--- config.mk ---
export PLATFORM = sky130hd
export DESIGN_NAME = mem_access
export DESIGN_NICKNAME = d
export VERILOG_FILES = /design/src/rtl/mem_access.sv
export SDC_FILE = /design/constraint.sdc
export NUM_CORES = 1
export LEC_CHECK = 0
export CORE_MARGIN = 8
export CORE_UTILIZATION = 40
export DETAILED_ROUTE_END_ITERATION = 10
export GPL_TIMING_DRIVEN = 0
export HOLD_SLACK_MARGIN = 0.08
export PLACE_DENSITY = 0.7
export SLEW_MARGIN = 30
export SYNTH_ARGS = -nofsm -noshare
export SYNTH_HDL_FRONTEND = slang
export SYNTH_SLANG_ARGS = --single-unit
--- constraint.sdc ---
create_clock -name clk -period 5.6 [get_ports clk]
set_clock_uncertainty 0.05 [all_clocks]
set_input_delay 1.12 -clock clk [delete_from_list [all_inputs] [get_ports clk]]
set_output_delay 1.12 -clock clk [all_outputs]
set_load 0.005 [all_outputs]
--- src/rtl/mem_access.sv ---
// mem_access: memory-access stage between execute and writeback.
//
// Accepts one load or store per transaction from execute. The stage then
// drives a request/grant/response handshake with the data memory, holding
// stall_out high until the transaction finishes. Loads return aligned data
// that is sign- or zero-extended to 32 bits.
//
// Ports
//   clk, rst_n            clock and asynchronous active-low reset
//   req_*                 operation from execute (valid, dir, addr, data, size, rd)
//   flush                 kill the current or incoming operation
//   stall_out             stage busy, so upstream must hold (combinational)
//   dmem_req/we/addr/     bus request side, held stable until dmem_gnt
//   wdat/be
//   dmem_gnt/rvalid/rdat  bus grant and read response
//   wb_valid/rd_ind/dat   load result to writeback (one-cycle pulse)
//   misalign, bus_err     one-cycle fault pulses
//
// All outputs are registered except stall_out.
module mem_access #(
    parameter int unsigned TIMEOUT_CYC = 64
) (
    input  logic        clk,
    input  logic        rst_n,
    input  logic        req_valid,
    input  logic        req_read,
    input  logic        req_write,
    input  logic [31:0] req_addr,
    input  logic [31:0] req_wdat,
    input  logic [1:0]  req_size,
    input  logic        req_unsigned,
    input  logic [4:0]  req_rd_ind,
    input  logic        flush,
    output logic        stall_out,
    output logic        dmem_req,
    output logic        dmem_we,
    output logic [31:0] dmem_addr,
    output logic [31:0] dmem_wdat,
    output logic [3:0]  dmem_be,
    input  logic        dmem_gnt,
    input  logic        dmem_rvalid,
    input  logic [31:0] dmem_rdat,
    output logic        wb_valid,
    output logic [4:0]  wb_rd_ind,
    output logic [31:0] wb_dat,
    output logic        misalign,
    output logic        bus_err
);

    typedef enum logic [1:0] {S_IDLE = 2'd0, S_REQ = 2'd1, S_WAIT = 2'd2} state_e;

    // Last timer value before the transaction is abandoned.
    localparam logic [7:0] TO_LAST = 8'(TIMEOUT_CYC - 1);

    state_e      state_q, state_d;
    logic [7:0]  timer_q, timer_d;
    logic        kill_q, kill_d;
    logic [1:0]  off_q, off_d;
    logic [1:0]  size_q, size_d;
    logic        uns_q, uns_d;
    logic [4:0]  rd_q, rd_d;

    logic        dmem_req_q, dmem_req_d;
    logic        dmem_we_q, dmem_we_d;
    logic [31:0] dmem_addr_q, dmem_addr_d;
    logic [31:0] dmem_wdat_q, dmem_wdat_d;
    logic [3:0]  dmem_be_q, dmem_be_d;
    logic        wb_valid_q, wb_valid_d;
    logic [4:0]  wb_rd_q, wb_rd_d;
    logic [31:0] wb_dat_q, wb_dat_d;
    logic        misalign_q, misalign_d;
    logic        bus_err_q, bus_err_d;

    logic        accept;
    logic        is_mis;
    logic [3:0]  st_be;
    logic [31:0] st_wdat;
    logic        kill_eff;
    logic        timeout;

    // Select the load lane and extend it. Reserved size 11 is handled as a word.
    function automatic logic [31:0] extract(input logic [31:0] w, input logic [1:0] off,
                                            input logic [1:0] sz, input logic uns);
        logic [31:0] sh;
        logic [7:0]  b;
        logic [15:0] h;
        sh = w >> {off, 3'b000};
        b  = sh[7:0];
        h  = off[1] ? w[31:16] : w[15:0];
        case (sz)
            2'b00:   extract = {{24{b[7] & ~uns}}, b};
            2'b01:   extract = {{16{h[15] & ~uns}}, h};
            default: extract = w;
        endcase
    endfunction

    // Accept only when the request has exactly one direction (read or write).
    assign accept = req_valid & (req_read ^ req_write) & ~flush;
    assign is_mis = ((req_size == 2'b01) & req_addr[0]) |
                    (req_size[1] & (req_addr[1:0] != 2'b00));

    // Store lane placement, computed from the incoming request.
    always_comb begin
        st_be   = 4'b1111;
        st_wdat = req_wdat;
        case (req_size)
            2'b00: begin
                st_be   = 4'b0001 << req_addr[1:0];
                st_wdat = {4{req_wdat[7:0]}};
            end
            2'b01: begin
                st_be   = req_addr[1] ? 4'b1100 : 4'b0011;
                st_wdat = {2{req_wdat[15:0]}};
            end
            default: ;
        endcase
    end

    // A flush seen together with the response also suppresses writeback.
    assign kill_eff = kill_q | flush;
    assign timeout  = (timer_q >= TO_LAST);

    always_comb begin
        state_d     = state_q;
        timer_d     = timer_q;
        kill_d      = kill_q;
        off_d       = off_q;
        size_d      = size_q;
        uns_d       = uns_q;
        rd_d        = rd_q;
        dmem_req_d  = 1'b0;
        dmem_we_d   = dmem_we_q;
        dmem_addr_d = dmem_addr_q;
        dmem_wdat_d = dmem_wdat_q;
        dmem_be_d   = dmem_be_q;
        wb_valid_d  = 1'b0;
        wb_rd_d     = wb_rd_q;
        wb_dat_d    = wb_dat_q;
        misalign_d  = 1'b0;
        bus_err_d   = 1'b0;

        case (state_q)
            S_IDLE: begin
                if (accept) begin
                    if (is_mis) begin
                        misalign_d = 1'b1;
                    end else begin
                        state_d     = S_REQ;
                        timer_d     = 8'd0;
                        kill_d      = 1'b0;
                        off_d       = req_addr[1:0];
                        size_d      = req_size;
                        uns_d       = req_unsigned;
                        rd_d        = req_rd_ind;
                        dmem_req_d  = 1'b1;
                        dmem_we_d   = req_write;
                        dmem_addr_d = {req_addr[31:2], 2'b00};
                        dmem_be_d   = req_write ? st_be : 4'b0000;
                        dmem_wdat_d = req_write ? st_wdat : 32'd0;
                    end
                end
            end
            S_REQ: begin
                if (dmem_gnt) begin
                    // Once granted, the transaction is committed even if a flush arrives.
                    timer_d = timer_q + 8'd1;
                    if (dmem_we_q) begin
                        state_d = S_IDLE;
                    end else begin
                        state_d = S_WAIT;
                        kill_d  = flush;
                    end
                end else if (flush) begin
                    state_d = S_IDLE;
                end else if (timeout) begin
                    state_d   = S_IDLE;
                    bus_err_d = 1'b1;
                end else begin
                    dmem_req_d = 1'b1;
                    timer_d    = timer_q + 8'd1;
                end
            end
            S_WAIT: begin
                if (dmem_rvalid) begin
                    state_d = S_IDLE;
                    kill_d  = 1'b0;
                    if (!kill_eff) begin
                        wb_valid_d = 1'b1;
                        wb_rd_d    = rd_q;
                        wb_dat_d   = extract(dmem_rdat, off_q, size_q, uns_q);
                    end
                end else if (timeout) begin
                    state_d   = S_IDLE;
                    kill_d    = 1'b0;
                    bus_err_d = 1'b1;
                end else begin
                    // A flush in WAIT is recorded; the response must still drain.
                    kill_d  = kill_eff;
                    timer_d = timer_q + 8'd1;
                end
            end
            default: state_d = S_IDLE;
        endcase
    end

    always_ff @(posedge clk or negedge rst_n) begin
        if (!rst_n) begin
            state_q     <= S_IDLE;
            timer_q     <= 8'd0;
            kill_q      <= 1'b0;
            off_q       <= 2'd0;
            size_q      <= 2'd0;
            uns_q       <= 1'b0;
            rd_q        <= 5'd0;
            dmem_req_q  <= 1'b0;
            dmem_we_q   <= 1'b0;
            dmem_addr_q <= 32'd0;
            dmem_wdat_q <= 32'd0;
            dmem_be_q   <= 4'd0;
            wb_valid_q  <= 1'b0;
            wb_rd_q     <= 5'd0;
            wb_dat_q    <= 32'd0;
            misalign_q  <= 1'b0;
            bus_err_q   <= 1'b0;
        end else begin
            state_q     <= state_d;
            timer_q     <= timer_d;
            kill_q      <= kill_d;
            off_q       <= off_d;
            size_q      <= size_d;
            uns_q       <= uns_d;
            rd_q        <= rd_d;
            dmem_req_q  <= dmem_req_d;
            dmem_we_q   <= dmem_we_d;
            dmem_addr_q <= dmem_addr_d;
            dmem_wdat_q <= dmem_wdat_d;
            dmem_be_q   <= dmem_be_d;
            wb_valid_q  <= wb_valid_d;
            wb_rd_q     <= wb_rd_d;
            wb_dat_q    <= wb_dat_d;
            misalign_q  <= misalign_d;
            bus_err_q   <= bus_err_d;
        end
    end

    assign stall_out = (state_q != S_IDLE);
    assign dmem_req  = dmem_req_q;
    assign dmem_we   = dmem_we_q;
    assign dmem_addr = dmem_addr_q;
    assign dmem_wdat = dmem_wdat_q;
    assign dmem_be   = dmem_be_q;
    assign wb_valid  = wb_valid_q;
    assign wb_rd_ind = wb_rd_q;
    assign wb_dat    = wb_dat_q;
    assign misalign  = misalign_q;
    assign bus_err   = bus_err_q;

endmodule

---- Word level (Yosys, flattened, before mapping) ----
Cells that the tools add are included.
word-level totals
  ROM bits ................................ 0
  flip-flop bits (word level) ............. 129
  output and inout port bits .............. 111
  latch bits .............................. 0
  bits of input ports ..................... 112
  memories kept ........................... 0
  RAM bits ................................ 0
  logic and storage cells ................. 101
operators by class
  shift-type cells ........................ 2
  $lt $le $gt $ge ......................... 1
  $add $sub $neg .......................... 1
  bitwise operators ....................... 13
  reductions and logical operators ........ 11
  multiply operators ...................... 0
  eq/ne operators ......................... 10
  div/mod/pow operators ................... 0
  multiplexer cells ....................... 46
operators with widths
  kind                 number
  $pmux 32 s2          2
  $mux 8               6
  $mux 32              1
  $shr 32x5->8         1
  $pmux 8 s3           1
  $mux 1               21
  $mux 16              1
  $mux 2               7
  $ne 2x2->1 const B   5
  $reduce_and 5->1     2
  $add 8x1->8 const B  1
  $ge 8x6->1 const B   1
  $mux 4               2
  $pmux 4 s2           1
  $and 1x1->1          6
  $eq 2x1->1 const B   3
  $logic_not 2->1      3
  $pmux 2 s3           1
  $reduce_and 3->1     2
  $not 1->1            4
  $pmux 1 s2           2
  $reduce_bool 2->1    2
  $shl 1x2->4 const A  1
  $ne 3x3->1 const B   1
  other kinds (6)      7

---- Depth between registers and ports, before layout ----
Gate-level depths: netlist of the first run.
  depth in word-level cells ............... 6
  gate-level depth with buffers ........... 9
  mapped depth without buffers ............ 7

---- Worst setup path after synthesis of the first run ----
No wires, ideal clock.
  path type ............................... input-to-reg
  start ................................... input req_read
  end ..................................... register timer_q[7]
  arrival ................................. 2.193 ns
  data required time ...................... 5.429 ns
  path slack .............................. 3.236 ns
  cell stages on the path ................. 5
  cell sequence ........................... xor2_1 -> a41oi_1 -> nor2_1 -> a22o_1 -> a22o_1
between the ends
  word-level cells in the longest chain between the ends .. 5
RTL lines
  what                        RTL line  RTL
  start: declaration          26        input logic req_read,
  $xor 1x1->1                 98        assign accept = req_valid & (req_read ^ req_write) & ~flush;
  $and 1x1->1 (2 in a row)    98
  $ne 2x2->1 (no line)        n/a
  $reduce_and 5->1 (no line)  n/a
  end signal: assignment      227       timer_q <= timer_d;
  end: declaration            56        logic [7:0] timer_q, timer_d;
No other way between the ends.
A chain may end at the register's enable or synchronous reset.

---- Worst setup path after layout of the first run ----
  start ................................... register state_q[0]
  end ..................................... output stall_out
between the ends
  word-level cells in the longest chain between the ends .. 1
RTL lines
  what                      RTL line  RTL
  start: declaration        55        state_e state_q, state_d;
  start signal: assignment  226       state_q <= state_d;
  $reduce_bool 2->1         246       assign stall_out = (state_q != S_IDLE);
  end: declaration          34        output logic stall_out,
No other way between the ends.

==> summary.md, run 1 <==
| Metric | Value |
|---|---|
| Die area | `0.0200 mm²` |
| Final core occ | `60.5%` |
| Post-CTS Hold Fix Bufs | `0` |
| Hold Path Class | `flip-flop to flip-flop` |
| Yosys cell types | `53` |
| Hold_ws | `433 ps` |
| GRT Util Overall | `20.7%` |
| CTS Root Cell | `clkbuf_16` |
| Leakage | `3.95 nW` |
| Initial antenna violation count | `0` |
| Final setup viols | `0` |
| Starting density of the core | `40.3%` |
| DRT iter0 DRCs | `312` |
| Dominant cell type by area after synthesis | `dfrtp_1` |
| TritonRoute pass-1 iters | `5` |
| Core ar. | `0.0156 mm²` |
| Drt via density | `5.24` |
| # H-tree levels | `4` |
| Maximum vdd drop | `0.259 mV` |
| Unrepaired setup endpoints after global routing | `false` |
| DP Wirelength | `15.8 mm` |
| Fin crit period | `2920 ps` |
| Most frequent cell after synthesis | `dfrtp_1` |
| Seq/Total Area, Yosys | `51.3%` |
| Pre-CTS WS | `2240 ps` |
| Max-Cap Viols | `0` |
| Final hold viol count | `0` |
| CTS max path bufs | `2` |
| Clock sink total | `129` |
| Total CTS buffers | `17` |
| Number of synthesized register bits | `129` |
| Drc violations | `0` |
| Final GP Congestion | `0.899` |
| Critical path required time | `4430 ps` |
| Area of the mapped netlist | `0.00629 mm²` |
| Die Y | `141 µm` |
| CP Launch Point | `state_q[0]$_DFFE_PN0P_` |
| Crit path launch type | `flip-flop` |
| Resize count post-CTS | `0` |
| WL final | `20.5 mm` |
| Fin. max-slew vios | `0` |
| Vias in the first global route | `6022` |
| Ant diodes | `0` |
| Number of enable flip-flop cells after synthesis | `0` |
| Synth async-reset ratio | `100%` |
| Hold path startpoint | `dmem_wdat[16]$_DFFE_PN0P_` |
| Post-CTS Setup Inserts | `0` |
| FMAX | `0.342 GHz` |
| TritonCTS clock tree | `yes` |
| Worst Setup End Kind | `output pin` |
| Area grow syn2layout | `50.0%` |
| Rel. slew slack | `40.6%` |
| Reg2Reg Launch Point | `state_q[0]$_DFFE_PN0P_` |
| Die Wd | `141 µm` |
| Worst Setup Path Type | `flip-flop to output pin` |
| Layout cell share with drive strength beyond 1 | `15.2%` |
| Fillers | `1304` |
| Largest cells by area after synthesis | `dfrtp_1 51%, mux2_2 9.1%, mux2i_1 5.3%, nand2_1 4.6%, a21oi_1 3.3%` |
| CP Data Arrival Time | `1750 ps` |
| Crit Path Max Fanout | `4` |
| Yosys Warn Count | `0` |
| Pwr dens | `495 mW/mm²` |
| Outcome | `complete, no violations` |
| Post-synth top area share | `51.3%` |
| Avg Inst Size Synth | `10.6 µm²` |
| Global route overflow | `0` |
| Largest net degree at the start of global routing | `78` |
| Wire length of the first global-routing pass | `32.4 mm` |
| Skew-Pair Late Insertion Delay | `410 ps` |
| WL per Instance | `19.3 µm` |
| Most common flop cell mapped by yosys | `dfrtp_1` |
| Setup WS post-layout | `2680 ps` |
| IO Count | `223` |
| Clock transition at path regs | `60 ps` |
| Most frequent cells after synthesis | `129 x dfrtp_1, 77 x nand2_1, 51 x mux2_2` |
| Nets | `951` |
| Total number of vias | `5575` |
| Site row count | `46` |
| Routed Antenna Nets | `0` |
| Mapped Cells | `593` |
| Final period utilization | `52.2%` |
| Worst-Margin Slew | `888 ps` |
| I/O Buffers | `220` |
[routing by layer]
layer | GRT usage [%] | up-vias | routed length [µm]
met5 | 0 | - | 0
met4 | 6.73 | 0 | 297
met3 | 9.41 | 26 | 2050
met2 | 32.9 | 257 | 9600
met1 | 24.6 | 2723 | 8540
li1 | - | 2569 | -
[cells by family (layout without fill, tap and decap cells)]
| family | Yosys count | in the layout | share of synthesized area [%] |
|---|---|---|---|
| buf+inv | 50 | 303 | 3.98 |
| compound gates | 149 | 149 | 16.2 |
| xor+xnor | 1 | 1 | 0.139 |
| mux | 85 | 85 | 14.6 |
| flops | 129 | 129 | 51.3 |
| fa+ha+maj | 5 | 5 | 0.995 |
| other cells | 1 | 2 | 0.0596 |
| simple gates | 173 | 173 | 12.7 |
[final cells by class]
| cell class | instances | area [µm²] | area share [%] |
|---|---|---|---|
| multi-input cells | 415 | 2820 | 29.8 |
| inverters | 12 | 45.0 | 0.477 |
| well taps | 216 | 270 | 2.86 |
| clock buffers | 19 | 453 | 4.80 |
| clock inverters | 13 | 185 | 1.96 |
| plain buffers | 38 | 205 | 2.17 |
| repair buffers | 221 | 2230 | 23.7 |
| flip-flops and latches | 129 | 3230 | 34.2 |
[placed cells by master, fill, tap and decap left out, types with 10 or more instances in the layout]
cell type        count
mux2i_1             33
nor2_1              47
nand2b_1            11
a21oi_2             10
o21ai_0             36
o31ai_1             27
buf_2               13
clkdlybuf4s50_1    219
mux2_2              51
nand2_1             77
a21oi_4             10
inv_1               11
a21oi_1             41
dfrtp_1            129
clkbuf_1            15
clkbuf_16           17
[flip-flops by register name, indices dropped and copies added, names as in the netlist]
| name | cells |
|---|---|
| wb_rd_ind | 5 |
| size_q | 2 |
| kill_q | 1 |
| state_q | 2 |
| dmem_wdat | 32 |
| bus_err | 1 |
| rd_q | 5 |
| wb_valid | 1 |
| timer_q | 8 |
| dmem_be | 4 |
| off_q | 2 |
| dmem_addr | 30 |
| dmem_we | 1 |
| uns_q | 1 |
| misalign | 1 |
| dmem_req | 1 |
| wb_dat | 32 |
[worst max-delay path, cell delays in order (launching register included)]
cell,delay (ps)
dfrtp_1,380
inv_1,90
ha_1,250
inv_1,110
clkdlybuf4s50_1,510
[stage by stage]
stage,area [µm²],power [mW],setup TNS (ps),std cells
2_1_floorplan,6290,2.40,0,594
4_1_cts,9440,4.71,0,1063
5_1_grt,9440,4.95,0,1063
3_3_place_gp,8770,3.44,-214510,1030
6_report,9440,4.67,0,1063
3_5_place_dp,8800,3.51,0,1031
[path summary, 6_finish.rpt]
check / end / slack, ps / cells after the start
worst min-delay path: dmem_wdat[16]$_DFFE_PN0P_ / 430 / 2
max in group asynchronous: dmem_addr[17]$_DFFE_PN0P_ / 4220 / 2
worst max register to register: wb_dat[5]$_DFFE_PN0P_ / 3320 / 8
worst min register to register: dmem_wdat[16]$_DFFE_PN0P_ / 430 / 2
worst max-delay path: stall_out / 2680 / 4
min in group asynchronous: wb_dat[19]$_DFFE_PN0P_ / 560 / 1
[report_power, final]
part	internal [mW]	switching (mW)
Sequential	1.32	0.247
Combinational	1.09	0.832
Clock	0.767	0.411
Total	3.18	1.49
Power figures use the tool's default switching activity.
==> run 2: changes to the inputs <==
PLACE_DENSITY = 0.72   (was 0.7)
clock period = 2.68 ns   (was 5.6 ns; I/O delays follow)
==> summary.md, run 2 (synthesis results as in run 1) <==
| Metric | Value |
|---|---|
| Outcome | `complete, no violations` |
| GRT Util Overall | `21.2%` |
| Worst Setup End Kind | `flip-flop` |
| CP cell instances | `clkdlybuf4s50_1 -> o21ai_1 -> and2_1 -> nand3_2 -> buf_2 -> clkbuf_1 -> o31ai_1` |
| Clock sink total | `129` |
| CTS max path bufs | `2` |
| Ant diodes | `0` |
| Worst-Margin Slew | `889 ps` |
| Layout cell share with drive strength beyond 1 | `15.0%` |
| Final GP Congestion | `0.884` |
| Area grow syn2layout | `50.4%` |
| Global route overflow | `0` |
| Final period utilization | `89.8%` |
| Initial antenna violation count | `0` |
| Fin cells | `1064` |
| IO Count | `223` |
| Maximum vdd drop | `0.666 mV` |
| Hold Path Class | `flip-flop to flip-flop` |
| CP Data Arrival Time | `2610 ps` |
| FMAX | `0.415 GHz` |
| Core ar. | `0.0156 mm²` |
| Fillers | `1306` |
| Starting density of the core | `40.3%` |
| Critical path required time | `2880 ps` |
| Die Y | `141 µm` |
| Resize count post-CTS | `0` |
| Max-Cap Viols | `0` |
| Total number of vias | `5547` |
| TritonCTS clock tree | `yes` |
| # placed instances | `1031` |
| DP Wirelength | `16.1 mm` |
| Most frequent cells in the layout | `219 x clkdlybuf4s50_1, 129 x dfrtp_1, 77 x nand2_1` |
| Slowest-stage cell, CP | `clkdlybuf4s50_1` |
| Final core occ | `60.7%` |
| DRT iter0 DRCs | `365` |
| TritonRoute pass-1 iters | `4` |
| Routed Antenna Nets | `0` |
| Skew-Pair Late Insertion Delay | `410 ps` |
| Pwr dens | `1040 mW/mm²` |
| Crit path launch type | `input port` |
| WL final | `21.0 mm` |
| CTS Root Cell | `clkbuf_16` |
| Post-CTS Setup Inserts | `0` |
| Total CTS buffers | `17` |
| Worst Setup Path Type | `input port to flip-flop` |
| # H-tree levels | `4` |
| Die Wd | `141 µm` |
| Site row count | `46` |
| Hold path startpoint | `dmem_be[1]$_DFFE_PN0P_` |
| Die area | `0.0200 mm²` |
| Reg2Reg Launch Point | `state_q[0]$_DFFE_PN0P_` |
| Crit Path Max Fanout | `10` |
| Final setup viols | `0` |
| Drt via density | `5.21` |
| Multi-input gate area | `0.00282 mm²` |
| Fin crit period | `2410 ps` |
| Vias in the first global route | `5984` |
| Clock transition at path regs | `60 ps` |
| Delay-heaviest family, CP | `buffers and inverters` |
| Drc violations | `0` |
| Bufs and invs on worst path | `3` |
| Largest net degree at the start of global routing | `69` |
| WL per Instance | `19.7 µm` |
| Register area | `0.00323 mm²` |
| I/O Buffers | `220` |
| Nets | `952` |
| CP Launch Point | `req_addr[0]` |
| Fin. max-slew vios | `0` |
| Wire length of the first global-routing pass | `33.0 mm` |
| Final hold viol count | `0` |
| Commonest non-fill, non-tap cell in the layout | `clkdlybuf4s50_1` |
| Unrepaired setup endpoints after global routing | `false` |
| Rel. slew slack | `40.5%` |
| Crit path largest cell delay | `650 ps` |
| Leakage | `3.98 nW` |
## run 2: cell count changes in the layout (fill, tap and decap cells not counted)
cell           delta
clkinvlp_4        -3
clkbuf_1          +2
clkinv_4          -2
bufinv_16         +1
clkbuf_8          +1
clkinv_2          +1
dlygate4sd3_1     +1
## run 2: routing by layer
metal	share of wire, %	global-route usage, %	routed length (µm)
met5	0	0	0
met1	41	24.4	8620
met2	47	34.7	9960
met4	1.4	6.16	296
met3	10	9.98	2100
## run 2: layout make-up
cell class / instances / share of cell area, %
Sequential cell: 129 / 34.1
Timing Repair Buffer: 222 / 23.7
Buffer: 38 / 2.17
Clock inverter: 10 / 1.90
Tap cell: 216 / 2.86
Inverter: 12 / 0.476
Multi-Input combinational cell: 415 / 29.8
Clock buffer: 22 / 5.01
## run 2: where the power goes
part	internal [mW]	leakage, nW	switching (mW)
sequential	2.77	1.65	0.503
combinational	2.28	2.01	1.74
clock	1.72	0.316	0.833
total	6.77	3.98	3.08
## run 2: path summary, 6_finish.rpt
check,to,slack (ps),depth (start not counted)
setup / recovery,dmem_req$_DFF_PN0_,270,7
hold / removal,dmem_be[1]$_DFFE_PN0P_,430,2
setup reg to reg,wb_dat[10]$_DFFE_PN0P_,300,8
hold reg to reg,dmem_be[1]$_DFFE_PN0P_,430,2
min in group asynchronous,wb_dat[6]$_DFFE_PN0P_,630,2
max in group asynchronous,dmem_addr[11]$_DFFE_PN0P_,1240,3
## run 2: worst register-to-register path: stages, from the launching register on
cell and delay [ps]:
dfrtp_1 400, inv_1 120, ha_1 270, nand2_1 100
nor3_1 310, buf_2 320, clkbuf_1 420, o21ai_0 190
a21oi_2 130
## run 2: stage by stage
step	TNS (ps)	hold WS [ps]	area, µm²	power (mW)	setup slack, ps
floorplan	0	190	6290	5.01	879
global placement	-524370	413	8770	7.21	-4050
detailed placement	-4640	421	8800	7.33	-151
CTS	0	433	9460	9.95	276
global route	0	462	9460	10.4	81.1
finish	0	430	9460	9.85	273
## run 2: timing repair
action,CTS,global route
hold endpoints to repair,61,0
hold buffers,1,0
setup endpoints to repair,0,0
==> run 3: changes to the inputs <==
CTS_CLUSTER_SIZE = 10   (was not set)
PLACE_DENSITY = 0.74   (was 0.72)
clock period = 2.81 ns   (was 2.68 ns; I/O delays follow)
==> summary.md, run 3 (synthesis results as in run 1) <==
| Metric | Value |
|---|---|
| Post-CTS Hold Fix Bufs | `1` |
| Drc violations | `0` |
| Ant diodes | `0` |
| DRT iter0 DRCs | `263` |
| Hold path startpoint | `dmem_wdat[28]$_DFFE_PN0P_` |
| Reg-to-Reg End | `wb_dat[4]$_DFFE_PN0P_` |
| CTS Root Cell | `clkbuf_16` |
| Maximum vdd drop | `0.502 mV` |
| R2r setup slk | `470 ps` |
| Die Wd | `141 µm` |
| Final setup viols | `0` |
| Rel. slew slack | `38.6%` |
| Crit path launch type | `flip-flop` |
| Clock sink total | `129` |
| Nets | `952` |
| Total CTS buffers | `17` |
| Global route overflow | `0` |
| Setup TNS | `0 ps` |
| I/O Buffers | `220` |
| # H-tree levels | `4` |
| Starting density of the core | `40.3%` |
| Reg2Reg Launch Point | `state_q[0]$_DFFE_PN0P_` |
| Register-to-Register Path Depth | `8` |
| Worst Setup End Kind | `output pin` |
| Clock transition at path regs | `60 ps` |
| Dpl cell area | `0.00880 mm²` |
| FMAX | `0.423 GHz` |
| Setup WS post-layout | `447 ps` |
| DP Wirelength | `15.2 mm` |
| TritonRoute pass-1 iters | `5` |
| Most frequent cells in the layout | `219 x clkdlybuf4s50_1, 129 x dfrtp_1, 77 x nand2_1` |
| Max-Cap Viols | `0` |
| CTS max path bufs | `2` |
| Outcome | `complete, no violations` |
| Initial antenna violation count | `0` |
| Drt via density | `5.13` |
| Worst-Margin Slew | `917 ps` |
| Critical path required time | `2200 ps` |
| Final core occ | `60.2%` |
| Area grow syn2layout | `49.3%` |
| Fin. max-slew vios | `0` |
| Final GP Congestion | `0.853` |
| Die area | `0.0200 mm²` |
| Pre-CTS WS | `11.7 ps` |
| Layout cell share with drive strength beyond 1 | `14.9%` |
| Resize count post-CTS | `0` |
| TritonCTS clock tree | `yes` |
| Crit Path Max Fanout | `4` |
| Skew-Pair Late Insertion Delay | `410 ps` |
| WL per Instance | `18.9 µm` |
| Hold depth | `2` |
| Unrepaired setup endpoints after global routing | `false` |
| CP Data Arrival Time | `1750 ps` |
| Total Power | `9.08 mW` |
| Final hold viol count | `0` |
| WL final | `20.1 mm` |
| Final period utilization | `84.1%` |
| Largest net degree at the start of global routing | `68` |
| Core ar. | `0.0156 mm²` |
| Die Y | `141 µm` |
| Vias in the first global route | `5622` |
| Fin crit period | `2360 ps` |
| GRT Util Overall | `20.2%` |
| Hold Path Class | `flip-flop to flip-flop` |
| Leakage | `3.94 nW` |
| Commonest non-fill, non-tap cell in the layout | `clkdlybuf4s50_1` |
| Total number of vias | `5456` |
| Post-route cell area | `0.00939 mm²` |
| Pwr dens | `966 mW/mm²` |
| IO Count | `223` |
| Routed Antenna Nets | `0` |
| Site row count | `46` |
| Hold Path Sink | `dmem_wdat[28]$_DFFE_PN0P_` |
| Post-CTS Setup Inserts | `0` |
| Worst Setup Path Type | `flip-flop to output pin` |
| Wire length of the first global-routing pass | `31.3 mm` |
==> run 3: changes by cell type in the layout (fill, tap and decap cells not counted) <==
cell	before	now
clkinvlp_4	2	3
clkinv_4	0	1
clkbuf_1	17	18
bufinv_16	5	2
==> run 3: metrics by stage <==
stage	std cells	hold slack (ps)
global route	1064	451
floorplan	594	216
finish	1064	425
CTS	1064	428
global placement	1030	409
detailed placement	1031	415
==> run 3: critical path, stage by stage (launching register included) <==
cell and delay (ps):
dfrtp_1 370, inv_1 80, ha_1 260, inv_1 110, clkdlybuf4s50_1 510
==> run 3: cell type report <==
class                           instances  area (µm²)
Clock buffer                           23         478
Fill cell                            1312        6200
Timing Repair Buffer                  222        2240
Inverter                               12        45.0
Sequential cell                       129        3230
Clock inverter                          9         106
Tap cell                              216         270
Multi-Input combinational cell        415        2820
Buffer                                 38         205
==> run 3: worst max path at each step <==
stage	startpoint	to	slack, ps	cells past startpoint
3_5_place_dp	req_addr[1]	dmem_req$_DFF_PN0_	10	7
4_1_cts	state_q[0]$_DFFE_PN0P_	stall_out	410	4
2_1_floorplan	req_read	timer_q[7]$_DFFE_PN0P_	1000	5
3_3_place_gp	rst_n	dmem_addr[9]$_DFFE_PN0P_	-4210	1
5_1_grt	state_q[0]$_DFFE_PN0P_	wb_dat[25]$_DFFE_PN0P_	260	8
6_report	state_q[0]$_DFFE_PN0P_	stall_out	450	4
==> run 3: per-layer routing <==
metal / share of wire (%) / global-route usage [%]
met4: 1.7 / 7.18
met5: 0 / 0
met1: 40 / 24.4
met3: 13 / 9.51
met2: 45 / 31.1
==> run 3: power by group <==
| part | internal (mW) | switching (mW) |
|---|---|---|
| clock | 1.37 | 0.809 |
| sequential | 2.64 | 0.446 |
| combinational | 2.18 | 1.64 |
